## config.mk

```make
export PLATFORM = sky130hd
export DESIGN_NAME = sine_dds_dac
export DESIGN_NICKNAME = d
export VERILOG_FILES = /design/src/rtl/sine_dds_dac.sv
export SDC_FILE = /design/constraint.sdc
export NUM_CORES = 1
export LEC_CHECK = 0
export CAP_MARGIN = 20
export CORE_UTILIZATION = 30
export DETAILED_ROUTE_END_ITERATION = 10
export PLACE_DENSITY_LB_ADDON = 0.1
export SYNTH_ARGS = -nofsm -noshare
export SYNTH_HDL_FRONTEND = slang
export SYNTH_SLANG_ARGS = --single-unit
```

## constraint.sdc

```tcl
create_clock -name clk -period 6.3 [get_ports clk]
set_input_delay 1.575 -clock clk [delete_from_list [all_inputs] [get_ports clk]]
set_output_delay 1.575 -clock clk [all_outputs]
set_load 0.03 [all_outputs]
```

## src/rtl/sine_dds_dac.sv

```systemverilog
// Multi-channel sine DDS driving a serial DAC: per-channel phase accumulators, shared sine LUT, SPI-like shift/latch.
// Define SINE_DDS_PHASE_OFFSET_EN to take per-channel phase offsets from the phase_off port instead of even spacing.
module sine_dds_dac #(
  parameter int DATA_W   = 12,
  parameter int NCH      = 2,
  parameter int PHASE_W  = 16,
  parameter int LUT_AW   = 8,
  parameter int SCLK_DIV = 2
) (
  input  logic               clk,
  input  logic               rst,
  input  logic               en,
  input  logic [PHASE_W-1:0] phase_inc,
`ifdef SINE_DDS_PHASE_OFFSET_EN
  input  logic [NCH*PHASE_W-1:0] phase_off,
`endif
  output logic               sclk,
  output logic               si,
  output logic               not_ld,
  output logic               busy,
  output logic               frame_done,
  output logic [DATA_W-1:0]  pdata
);

  localparam int CHW = (NCH > 1) ? $clog2(NCH) : 1;
  localparam int DW  = $clog2(2 * SCLK_DIV + 1);
  localparam int BW  = $clog2(DATA_W + 1);

  localparam logic [2:0] S_IDLE  = 3'd0;
  localparam logic [2:0] S_LOAD  = 3'd1;
  localparam logic [2:0] S_SHIFT = 3'd2;
  localparam logic [2:0] S_LATCH = 3'd3;
  localparam logic [2:0] S_DONE  = 3'd4;

  localparam logic [DW-1:0]  HALF_LAST  = DW'(SCLK_DIV - 1);
  localparam logic [DW-1:0]  LATCH_LAST = DW'(2 * SCLK_DIV - 1);
  localparam logic [BW-1:0]  BIT_LAST   = BW'(DATA_W - 1);
  localparam logic [CHW-1:0] CH_LAST    = CHW'(NCH - 1);

  // Offset-binary sine table, rounded half away from zero, built at elaboration.
  logic [DATA_W-1:0] lut [2**LUT_AW];
  for (genvar k = 0; k < 2**LUT_AW; k++) begin : g_lut
    localparam real AMP  = 2.0 ** (DATA_W - 1) - 1.0;
    localparam real SR   = AMP * $sin(2.0 * 3.14159265358979323846 * k / (2.0 ** LUT_AW));
    localparam int  SV   = (SR >= 0.0) ? $rtoi(SR + 0.5) : -$rtoi(0.5 - SR);
    assign lut[k] = DATA_W'(SV + 2 ** (DATA_W - 1));
  end

  logic [PHASE_W-1:0] off [NCH];
  for (genvar c = 0; c < NCH; c++) begin : g_off
`ifdef SINE_DDS_PHASE_OFFSET_EN
    assign off[c] = phase_off[c*PHASE_W +: PHASE_W];
`else
    assign off[c] = PHASE_W'((64'(c) << PHASE_W) / NCH);
`endif
  end

  logic [2:0]         state_q, state_d;
  logic [CHW-1:0]     ch_q, ch_d;
  logic [DW-1:0]      div_q, div_d;
  logic [BW-1:0]      bit_q, bit_d;
  logic [DATA_W-1:0]  sh_q, sh_d;
  logic [DATA_W-1:0]  pdata_q, pdata_d;
  logic [PHASE_W-1:0] pinc_q, pinc_d;
  logic [PHASE_W-1:0] acc_q [NCH];
  logic [PHASE_W-1:0] acc_d [NCH];
  logic               sclk_q, sclk_d, si_q, si_d, not_ld_q, not_ld_d;
  logic               busy_q, busy_d, fd_q, fd_d;

  logic [PHASE_W-1:0] ph_sum;
  logic [LUT_AW-1:0]  lut_addr;
  logic [DATA_W-1:0]  lut_word;

  assign ph_sum   = acc_q[ch_q] + off[ch_q];
  assign lut_addr = LUT_AW'(ph_sum >> (PHASE_W - LUT_AW));
  assign lut_word = lut[lut_addr];

  always_comb begin
    state_d  = state_q;
    ch_d     = ch_q;
    div_d    = div_q;
    bit_d    = bit_q;
    sh_d     = sh_q;
    pdata_d  = pdata_q;
    pinc_d   = pinc_q;
    acc_d    = acc_q;
    sclk_d   = sclk_q;
    si_d     = si_q;
    not_ld_d = not_ld_q;
    fd_d     = 1'b0;
    case (state_q)
      S_IDLE: begin
        if (en) begin
          state_d = S_LOAD;
          ch_d    = '0;
          pinc_d  = phase_inc;
        end
      end
      S_LOAD: begin
        pdata_d = lut_word;
        sh_d    = lut_word;
        si_d    = lut_word[DATA_W-1];
        sclk_d  = 1'b0;
        div_d   = '0;
        bit_d   = '0;
        state_d = S_SHIFT;
      end
      S_SHIFT: begin
        div_d = div_q + 1'b1;
        if (div_q == HALF_LAST) begin
          div_d  = '0;
          sclk_d = ~sclk_q;
          // Data advances only on the falling edge so it is settled at the next rise.
          if (sclk_q) begin
            if (bit_q == BIT_LAST) begin
              state_d  = S_LATCH;
              si_d     = 1'b0;
              not_ld_d = 1'b0;
            end else begin
              bit_d = bit_q + 1'b1;
              sh_d  = sh_q << 1;
              si_d  = sh_d[DATA_W-1];
            end
          end
        end
      end
      S_LATCH: begin
        div_d = div_q + 1'b1;
        if (div_q == LATCH_LAST) begin
          div_d    = '0;
          not_ld_d = 1'b1;
          if (ch_q == CH_LAST) begin
            state_d = S_DONE;
            fd_d    = 1'b1;
          end else begin
            ch_d    = ch_q + 1'b1;
            state_d = S_LOAD;
          end
        end
      end
      S_DONE: begin
        for (int c = 0; c < NCH; c++) acc_d[c] = acc_q[c] + pinc_q;
        ch_d = '0;
        // Chain straight into the next frame so there is no idle gap while enabled.
        if (en) begin
          state_d = S_LOAD;
          pinc_d  = phase_inc;
        end else begin
          state_d = S_IDLE;
        end
      end
      default: state_d = S_IDLE;
    endcase
    busy_d = (state_d != S_IDLE);
  end

  always_ff @(posedge clk or posedge rst) begin
    if (rst) begin
      state_q  <= S_IDLE;
      ch_q     <= '0;
      div_q    <= '0;
      bit_q    <= '0;
      sh_q     <= '0;
      pdata_q  <= '0;
      pinc_q   <= '0;
      for (int c = 0; c < NCH; c++) acc_q[c] <= '0;
      sclk_q   <= 1'b0;
      si_q     <= 1'b0;
      not_ld_q <= 1'b1;
      busy_q   <= 1'b0;
      fd_q     <= 1'b0;
    end else begin
      state_q  <= state_d;
      ch_q     <= ch_d;
      div_q    <= div_d;
      bit_q    <= bit_d;
      sh_q     <= sh_d;
      pdata_q  <= pdata_d;
      pinc_q   <= pinc_d;
      for (int c = 0; c < NCH; c++) acc_q[c] <= acc_d[c];
      sclk_q   <= sclk_d;
      si_q     <= si_d;
      not_ld_q <= not_ld_d;
      busy_q   <= busy_d;
      fd_q     <= fd_d;
    end
  end

  assign sclk       = sclk_q;
  assign si         = si_q;
  assign not_ld     = not_ld_q;
  assign busy       = busy_q;
  assign frame_done = fd_q;
  assign pdata      = pdata_q;

endmodule

```

==> qor.yml, run 1 <==
critical_path_required_ns: 6.52
clk_pin_slew_ns: 0.07
cp-start-kind: "register"
use_met3_pct: 4.49
cp-startpoint: "ch_q"
finalMaxSlewViolations: 0
synth_edf_count: 0
ys.flop_type: "dfrtp_1"
first_iter_violations: 1035
io_pins: 36
drive_gt1_share_pct: 10.1
die_area_sq_um: 26900
critPathMaxFanout: 17
fillers: 2665
ys_seq_elements: 87
placementRows: 58
firstDrtPassIters: 6
pwr_density_cell_nw_per_um2: 605
ctsHtreeMaxLevel: 3
hold_buffers: 0
hold_class: "register to register"
period_share_pct: 67.4
post-route-min-period_ns: 4.25
reg2reg_slack_ns: 2.05
cts_tree: "built"
cts.repair.resized: 0
grtUsageTotal_pct: 21.3
grt_pass1_vias: 7379
synth_nets: 1057
rsz0062_at_grt: "no"
cts-root-buf: "clkbuf_16"
path_class: "register to register"
portBuffers: 35
async_flop_share_pct: 100
tns_ns: 0
gp_congestion: 0.959
antenna_found_initial: 0
grt_use_met1_pct: 30.0
setup_violations: 0
vdd_ir_drop_max_uv: 274
final_common_cell: "nand2_1"
clockBufferDepth: 2
finalNetCount: 1039
maxCapViolCount: 0
cts.sinks: 87
ys_types: 80
tightest_slew_ns: 1.10
cp-endpoint: "sh_q[4]"
hpwl_um: 19100
r2r-start: "ch_q"
drc: 0
syn_avg_cell_area_sq_um: 7.96
synth-seq-area-share_pct: 27.7
timing.rr.end: "sh_q[4]"
synth_area_sq_um: 7880
grt.overflow.total: 0
grt_max_degree: 72
finalHoldViolCount: 0
drtAntennaViolNets: 0
n_antenna_cell: 0
fmax_mhz: 235
use_met2_pct: 31.5
yosysWarningCount: 0
syn_inst: 989
fin_skew_ns: 0.0154
setup.worst_path.end_class: "register"
reg2reg_depth: 10
core_sq_um: 25500
post_cts_buffers: 0
routed_wl_um: 28000
die_y_um: 164
power_leakage_uw: 0.00357
clk_latency_ns: 0.35
area_delta_synth_final_pct: 10.8
via_count: 7826
initial_core_util_pct: 30.9
wire_per_inst_um: 21.4
die_x_um: 164
worst-endpoint-arrival_ns: 4.46
slew_headroom_pct: 26.4
busiest_layer: "met2"
cts_buffers: 9
postLayoutCoreUtil_pct: 34.3
most-common-layout-cells: "137 x nand2_1, 91 x o21ai_0, 86 x dfrtp_1, 73 x a21oi_1, 72 x nor2_1"
grt_pass1_wl_um: 44100
vias_per_cell: 5.99
status: "finished clean"
cell type report:
class / count / area, sq um / area share (%)
multi-input cells: 801 / 5260 / 60.2
flip-flops and latches: 87 / 2180 / 25.0
repair buffers: 51 / 487 / 5.58
well taps: 330 / 413 / 4.73
clock buffers: 10 / 239 / 2.74
inverters: 21 / 81.3 / 0.932
clock inverters: 6 / 72.6 / 0.831
state kept, by name (all words and copies together), names as in the netlist:
signal,flops
pinc_q,16
busy,1
ch_q,1
pdata,12
si,1
acc_q,32
div_q,3
sclk,1
bit_q,4
frame_done,1
sh_q,11
state_q,3
not_ld,1
power breakdown:
group	internal (uW)	switching, uW
combinational	1290	2410
sequential	782	219
clock	325	254
worst max-delay path, cell delays in order (launching register included):
cell and delay [ns]:
dfrtp_1 0.47, buf_4 0.32, mux2i_2 0.91, ha_1 0.43, buf_4 0.22, nor2_1 0.44, nor4_1 0.09, nor4_1 0.73
nor4_1 0.13, o21ai_1 0.24, o211ai_1 0.12
cell families after synthesis:
logic type / synth area share, %
muxes: 6.04
xor gates and xnor gates: 3.00
buffers and inverters: 5.86
AOI/OAI and AO/OA: 30.0
and+or+nand+nor: 19.5
adders and majority gates: 7.97
DFF: 27.7
how the worst min path moves through the flow:
stage	start	end	depth (start not counted)
after floorplan	sh_q[0]	sh_q[0]	1
after global placement	sh_q[0]	sh_q[0]	1
after detailed placement	pdata[9]	pdata[9]	1
after CTS	pdata[9]	pdata[9]	1
after global routing	pdata[7]	pdata[7]	2
final	pdata[2]	pdata[2]	2
metrics by stage:
step	hold slack [ns]	area, sq um	instances	total power, uW	worst slack, ns
after floorplan	0.449	7880	989	3590	2.48
after global placement	0.462	8390	1288	4680	2.15
after detailed placement	0.468	8400	1289	4610	2.25
after CTS	0.482	8710	1305	5220	2.20
after global routing	0.502	8730	1306	5680	1.94
final	0.477	8730	1306	5280	2.05
synthesized netlist by cell type, drive strengths merged, types with 4 or more instances:
library cell    n  area (sq um)
a211o           4          35.0
a211oi         15           118
a21o           12          90.1
a21oi          74           374
a221oi         11          96.3
a311o           4          40.0
a311oi         12           105
a31o            5          43.8
a31oi          11          68.8
a32oi           5          43.8
and2            9          58.8
buf            36           216
clkbuf         44           166
dfrtp          86          2150
ha             47           588
inv            21          78.8
mux2           25           282
mux2i          12           149
nand2         138           518
nand2b          9          56.3
nand3          23           115
nand4           4          25.0
nor2           79           314
nor2b           4          25.0
nor3           35           180
nor3b           5          42.5
nor4            9          56.3
nor4b           5          43.8
o211ai         30           225
o21ai          96           480
o221ai         10          87.6
o22ai           8          50.1
o311ai         13           114
o31ai           9          72.6
o32ai           5          51.3
or3             5          31.3
xnor2          13           114
xor2           14           123
routing by layer:
layer | up-vias | wire [um]
met1 | 3708 | 12800
met5 | - | 0
met2 | 371 | 11800
met4 | 0 | 906
met3 | 72 | 2380
li1 | 3675 | -
Power figures use the tool's default switching activity.
==> run 2, diff against run 1 <==
clock period = 3.9 ns   (was 6.3 ns; I/O delays follow)
==> run 2 against run 1 <==
Against the previous run: worst hold slack lost 0.0017 ns; critical path depth is the same; total power grew 64%; non-clock buffer count grew 27; sequential share of layout area shrank 0.56 points; largest power group unchanged; register-to-register slack lost 1.5 ns; first-iteration DRC count shrank 15%; routed wire length grew 1.1%; via count grew 2.8%; sequential power grew 61%; critical endpoint is now sh_q[1]; combinational power grew 68%.
==> qor.yml, run 2 (synthesis results as in run 1) <==
path_cells: "buf_4 > mux2i_4 > buf_4 > nand2_1 > a21o_1 > a21oi_1 > a2111oi_2 > a31oi_1 > o211ai_1 > o211ai_1"
gp_congestion: 1.04
hold_class: "register to register"
grt_max_degree: 52
setup.worst_path.end_class: "register"
rsz0062_at_grt: "no"
ctsHtreeMaxLevel: 3
die_y_um: 164
maxCapViolCount: 0
most-common-layout-cells: "137 x nand2_1, 91 x o21ai_0, 86 x dfrtp_1, 73 x a21oi_1, 72 x nor2_1"
status: "finished clean"
core_sq_um: 25500
area_delta_synth_final_pct: 13.4
routed_wl_um: 28300
io_pins: 36
slew_headroom_pct: 47.5
first_iter_violations: 878
crit_slowest_cell: "mux2i_4"
die_area_sq_um: 26900
fin_skew_ns: 0.0123
path_class: "register to register"
clockBufferDepth: 2
cp.depth: 10
hold_buffers: 0
vdd_ir_drop_max_uv: 397
drive_gt1_share_pct: 12.6
power_leakage_uw: 0.00368
placementRows: 58
via_count: 8049
largest-register: "acc_q"
cts-root-buf: "clkbuf_16"
grt_pass1_vias: 7687
clk_latency_ns: 0.35
vias_per_cell: 6.03
critical_path_required_ns: 4.17
worst-endpoint-arrival_ns: 3.61
grt_pass1_wl_um: 45600
period_share_pct: 85.6
portBuffers: 35
firstDrtPassIters: 6
drc: 0
tns_ns: 0
largest_register_ffs: 32
grt.overflow.total: 0
cts_buffers: 9
hold_path_depth: 1
critPathMaxFanout: 16
antenna_found_initial: 0
post_cts_buffers: 0
setup_violations: 0
reg2reg_depth: 10
tightest_slew_ns: 0.785
cts.repair.resized: 0
cts.sinks: 87
die_x_um: 164
grtUsageTotal_pct: 22.0
critPathMaxStageDelay_ns: 0.63
final_common_cell: "nand2_1"
finalMaxSlewViolations: 0
drtAntennaViolNets: 0
initial_core_util_pct: 30.9
wire_per_inst_um: 21.2
clk_pin_slew_ns: 0.07
post-route-min-period_ns: 3.34
fmax_mhz: 299
finalNetCount: 1066
finalHoldViolCount: 0
critPathTopFamily: "compound AO/OA/AOI/OAI gates"
cts_tree: "built"
fin_ws_ns: 0.560
finalPower_uw: 8660
cp-start-kind: "register"
dp_slack_ns: 0.677
cp_num_buf_inv: 2
pwr_density_cell_nw_per_um2: 969
hpwl_um: 20300
run 2: changes by cell type in the layout (fill, tap and decap cells not counted):
cell / before / now
clkbuf_8: 1 / 0
buf_12: 1 / 3
clkinvlp_4: 0 / 2
bufinv_16: 1 / 0
diode_2: 0 / 1
buf_4: 14 / 39
inv_6: 2 / 3
inv_8: 1 / 0
run 2: per-stage QoR:
step,cells,hold slack [ns],instance area (sq um),utilization [%]
6_report,1334,0.475,8930,35.1
2_1_floorplan,989,0.449,7880,-
3_5_place_dp,1317,0.468,8650,33.9
3_3_place_gp,1316,0.461,8630,33.9
5_1_grt,1333,0.502,8930,35.0
4_1_cts,1333,0.483,8930,35.0
run 2: final timing paths:
path | from | endpoint | slack, ns
setup / recovery | ch_q | sh_q[1] | 0.56
hold / removal | pdata[9] | pdata[9] | 0.48
setup reg to reg | ch_q | sh_q[1] | 0.56
hold reg to reg | pdata[9] | pdata[9] | 0.48
max in group asynchronous | rst | acc_q[11] | 2.23
min in group asynchronous | rst | bit_q[0] | 1.01
run 2: routing by layer:
metal	vias to the layer above	GRT usage [%]	share of wire, %
met3	103	4.17	8.9
met1	3762	30.8	44
met2	460	32.7	42
met4	0	9.68	4.3
met5	-	0	0
li1	3724	-	-
run 2: power by group:
part / switching (uW) / internal (uW)
combinational: 3930 / 2260
clock: 406 / 439
sequential: 348 / 1260
run 2: layout make-up:
type | count | area, sq um
sequential | 87 | 2180
timing repair buffer | 78 | 714
inverter | 21 | 81.3
fill | 2698 | 16500
multi-input combinational | 801 | 5260
tap | 330 | 413
clock buffer | 9 | 225
antenna | 1 | 2.50
clock inverter | 7 | 55.1
==> run 3, diff against run 2 <==
PLACE_DENSITY = 0.49   (was unset)
PLACE_DENSITY_LB_ADDON = unset   (was 0.1)
TNS_END_PERCENT = 50   (was unset)
clock period = 3.45 ns   (was 3.9 ns; I/O delays follow)
==> run 3 against run 2 <==
Against the previous run: first-iteration DRC count increased by 22%; worst setup slack got worse by 0.40 ns; count of clock-buffer cells in the layout increased by 4; sequential power increased by 14%; die area unchanged; design area increased by 0.92%; register-to-register slack got worse by 0.40 ns.
==> qor.yml, run 3 (synthesis results as in run 1) <==
vias_per_cell: 6.02
hpwl_um: 20500
ctsHtreeMaxLevel: 3
die_x_um: 164
vdd_ir_drop_max_uv: 400
grt.overflow.total: 0
path_class: "register to register"
clk_pin_slew_ns: 0.06
timing.hold.ws_ns: 0.477
drive_gt1_share_pct: 13.5
status: "finished clean"
cts-root-buf: "clkbuf_16"
first_iter_violations: 1074
via_count: 8108
worst-endpoint-arrival_ns: 3.55
slew_headroom_pct: 43.7
grt_pass1_vias: 7711
largest_register_ffs: 32
io_pins: 36
critical_path_required_ns: 3.71
stdcell_count: 1346
post_cts_buffers: 0
maxCapViolCount: 0
finalMaxSlewViolations: 0
final_common_cell: "nand2_1"
fin_skew_ns: 0.00909
clockBufferDepth: 2
placementRows: 58
cts_buffers: 9
grt_max_degree: 59
setup_violations: 0
post-route-min-period_ns: 3.29
period_share_pct: 95.3
setup.worst_path.end_class: "register"
portBuffers: 35
hold_class: "register to register"
cp-start-kind: "register"
fmax_mhz: 304
most-common-layout-cells: "137 x nand2_1, 91 x o21ai_0, 86 x dfrtp_1, 73 x a21oi_1, 72 x nor2_1"
place_inst: 1330
firstDrtPassIters: 6
die_area_sq_um: 26900
rsz0062_at_grt: "no"
tightest_slew_ns: 0.845
largest-register: "acc_q"
tns_ns: 0
critPathMaxFanout: 15
postLayoutCoreUtil_pct: 35.4
finalNetCount: 1079
finalPower_uw: 9920
gp_congestion: 1.02
clk_latency_ns: 0.35
drtAntennaViolNets: 0
wire_per_inst_um: 20.8
grtUsageTotal_pct: 21.4
initial_core_util_pct: 30.9
hold_buffers: 0
power_leakage_uw: 0.00376
finalHoldViolCount: 0
cts_tree: "built"
antenna_found_initial: 0
pwr_density_cell_nw_per_um2: 1100
cts.repair.resized: 0
routed_wl_um: 28000
core_sq_um: 25500
grt_pass1_wl_um: 44100
n_antenna_cell: 0
drc: 0
cts.sinks: 87
area_delta_synth_final_pct: 14.4
die_y_um: 164
## run 3: changes by cell type in the layout (fill, tap and decap cells not counted), sizes merged
cell	previous run	this run
buf	43	56
clkbuf	9	13
clkinvlp	2	1
diode	1	0
inv	24	21
## run 3: worst paths after layout
check / from / endpoint / slack (ns) / cells past startpoint
setup / recovery: ch_q / sh_q[2] / 0.16 / 11
hold / removal: pdata[9] / pdata[9] / 0.48 / 1
setup reg to reg: ch_q / sh_q[2] / 0.16 / 11
hold reg to reg: pdata[9] / pdata[9] / 0.48 / 1
max in group asynchronous: rst / not_ld / 1.88 / 3
min in group asynchronous: rst / pinc_q[15] / 0.90 / 2
## run 3: critical path, cell delays in order (launching register included)
cell and delay [ns]:
dfrtp_1 0.48, mux2i_2 0.36, buf_4 0.30, ha_1 0.37, buf_4 0.25, nand2_1 0.16
a221oi_1 0.36, nor4_1 0.11, o31ai_1 0.47, buf_4 0.20, nand2_1 0.07, o211ai_1 0.09
## run 3: cell type report
type / count / area, sq um
Multi-Input combinational cell: 801 / 5260
Fill cell: 2640 / 16500
Sequential cell: 87 / 2180
Tap cell: 330 / 413
Clock inverter: 3 / 17.5
Timing Repair Buffer: 91 / 796
Inverter: 21 / 81.3
Clock buffer: 13 / 270
## run 3: per-layer routing
metal  track usage [%]  vias up  wire [um]
li1                  -     3742          -
met1              28.7     3757      12100
met2              32.1      489      11900
met3              4.82      120       2580
met4              10.5        0       1340
met5                 0        -          0
## run 3: stage by stage
step / setup WS [ns] / cell area [sq um]
2_1_floorplan: 0.339 / 7880
4_1_cts: 0.232 / 9010
3_3_place_gp: 0.0974 / 8720
3_5_place_dp: 0.234 / 8720
5_1_grt: 0.00409 / 9010
6_report: 0.162 / 9010
## run 3: power breakdown
group          total (uW)  internal, uW  switching, uW  leakage [uW]
Combinational        7120          2650           4470       0.00248
Sequential           1830          1430            400       0.00113
Clock                 962           546            416      0.000142
Total                9920          4630           5290       0.00376
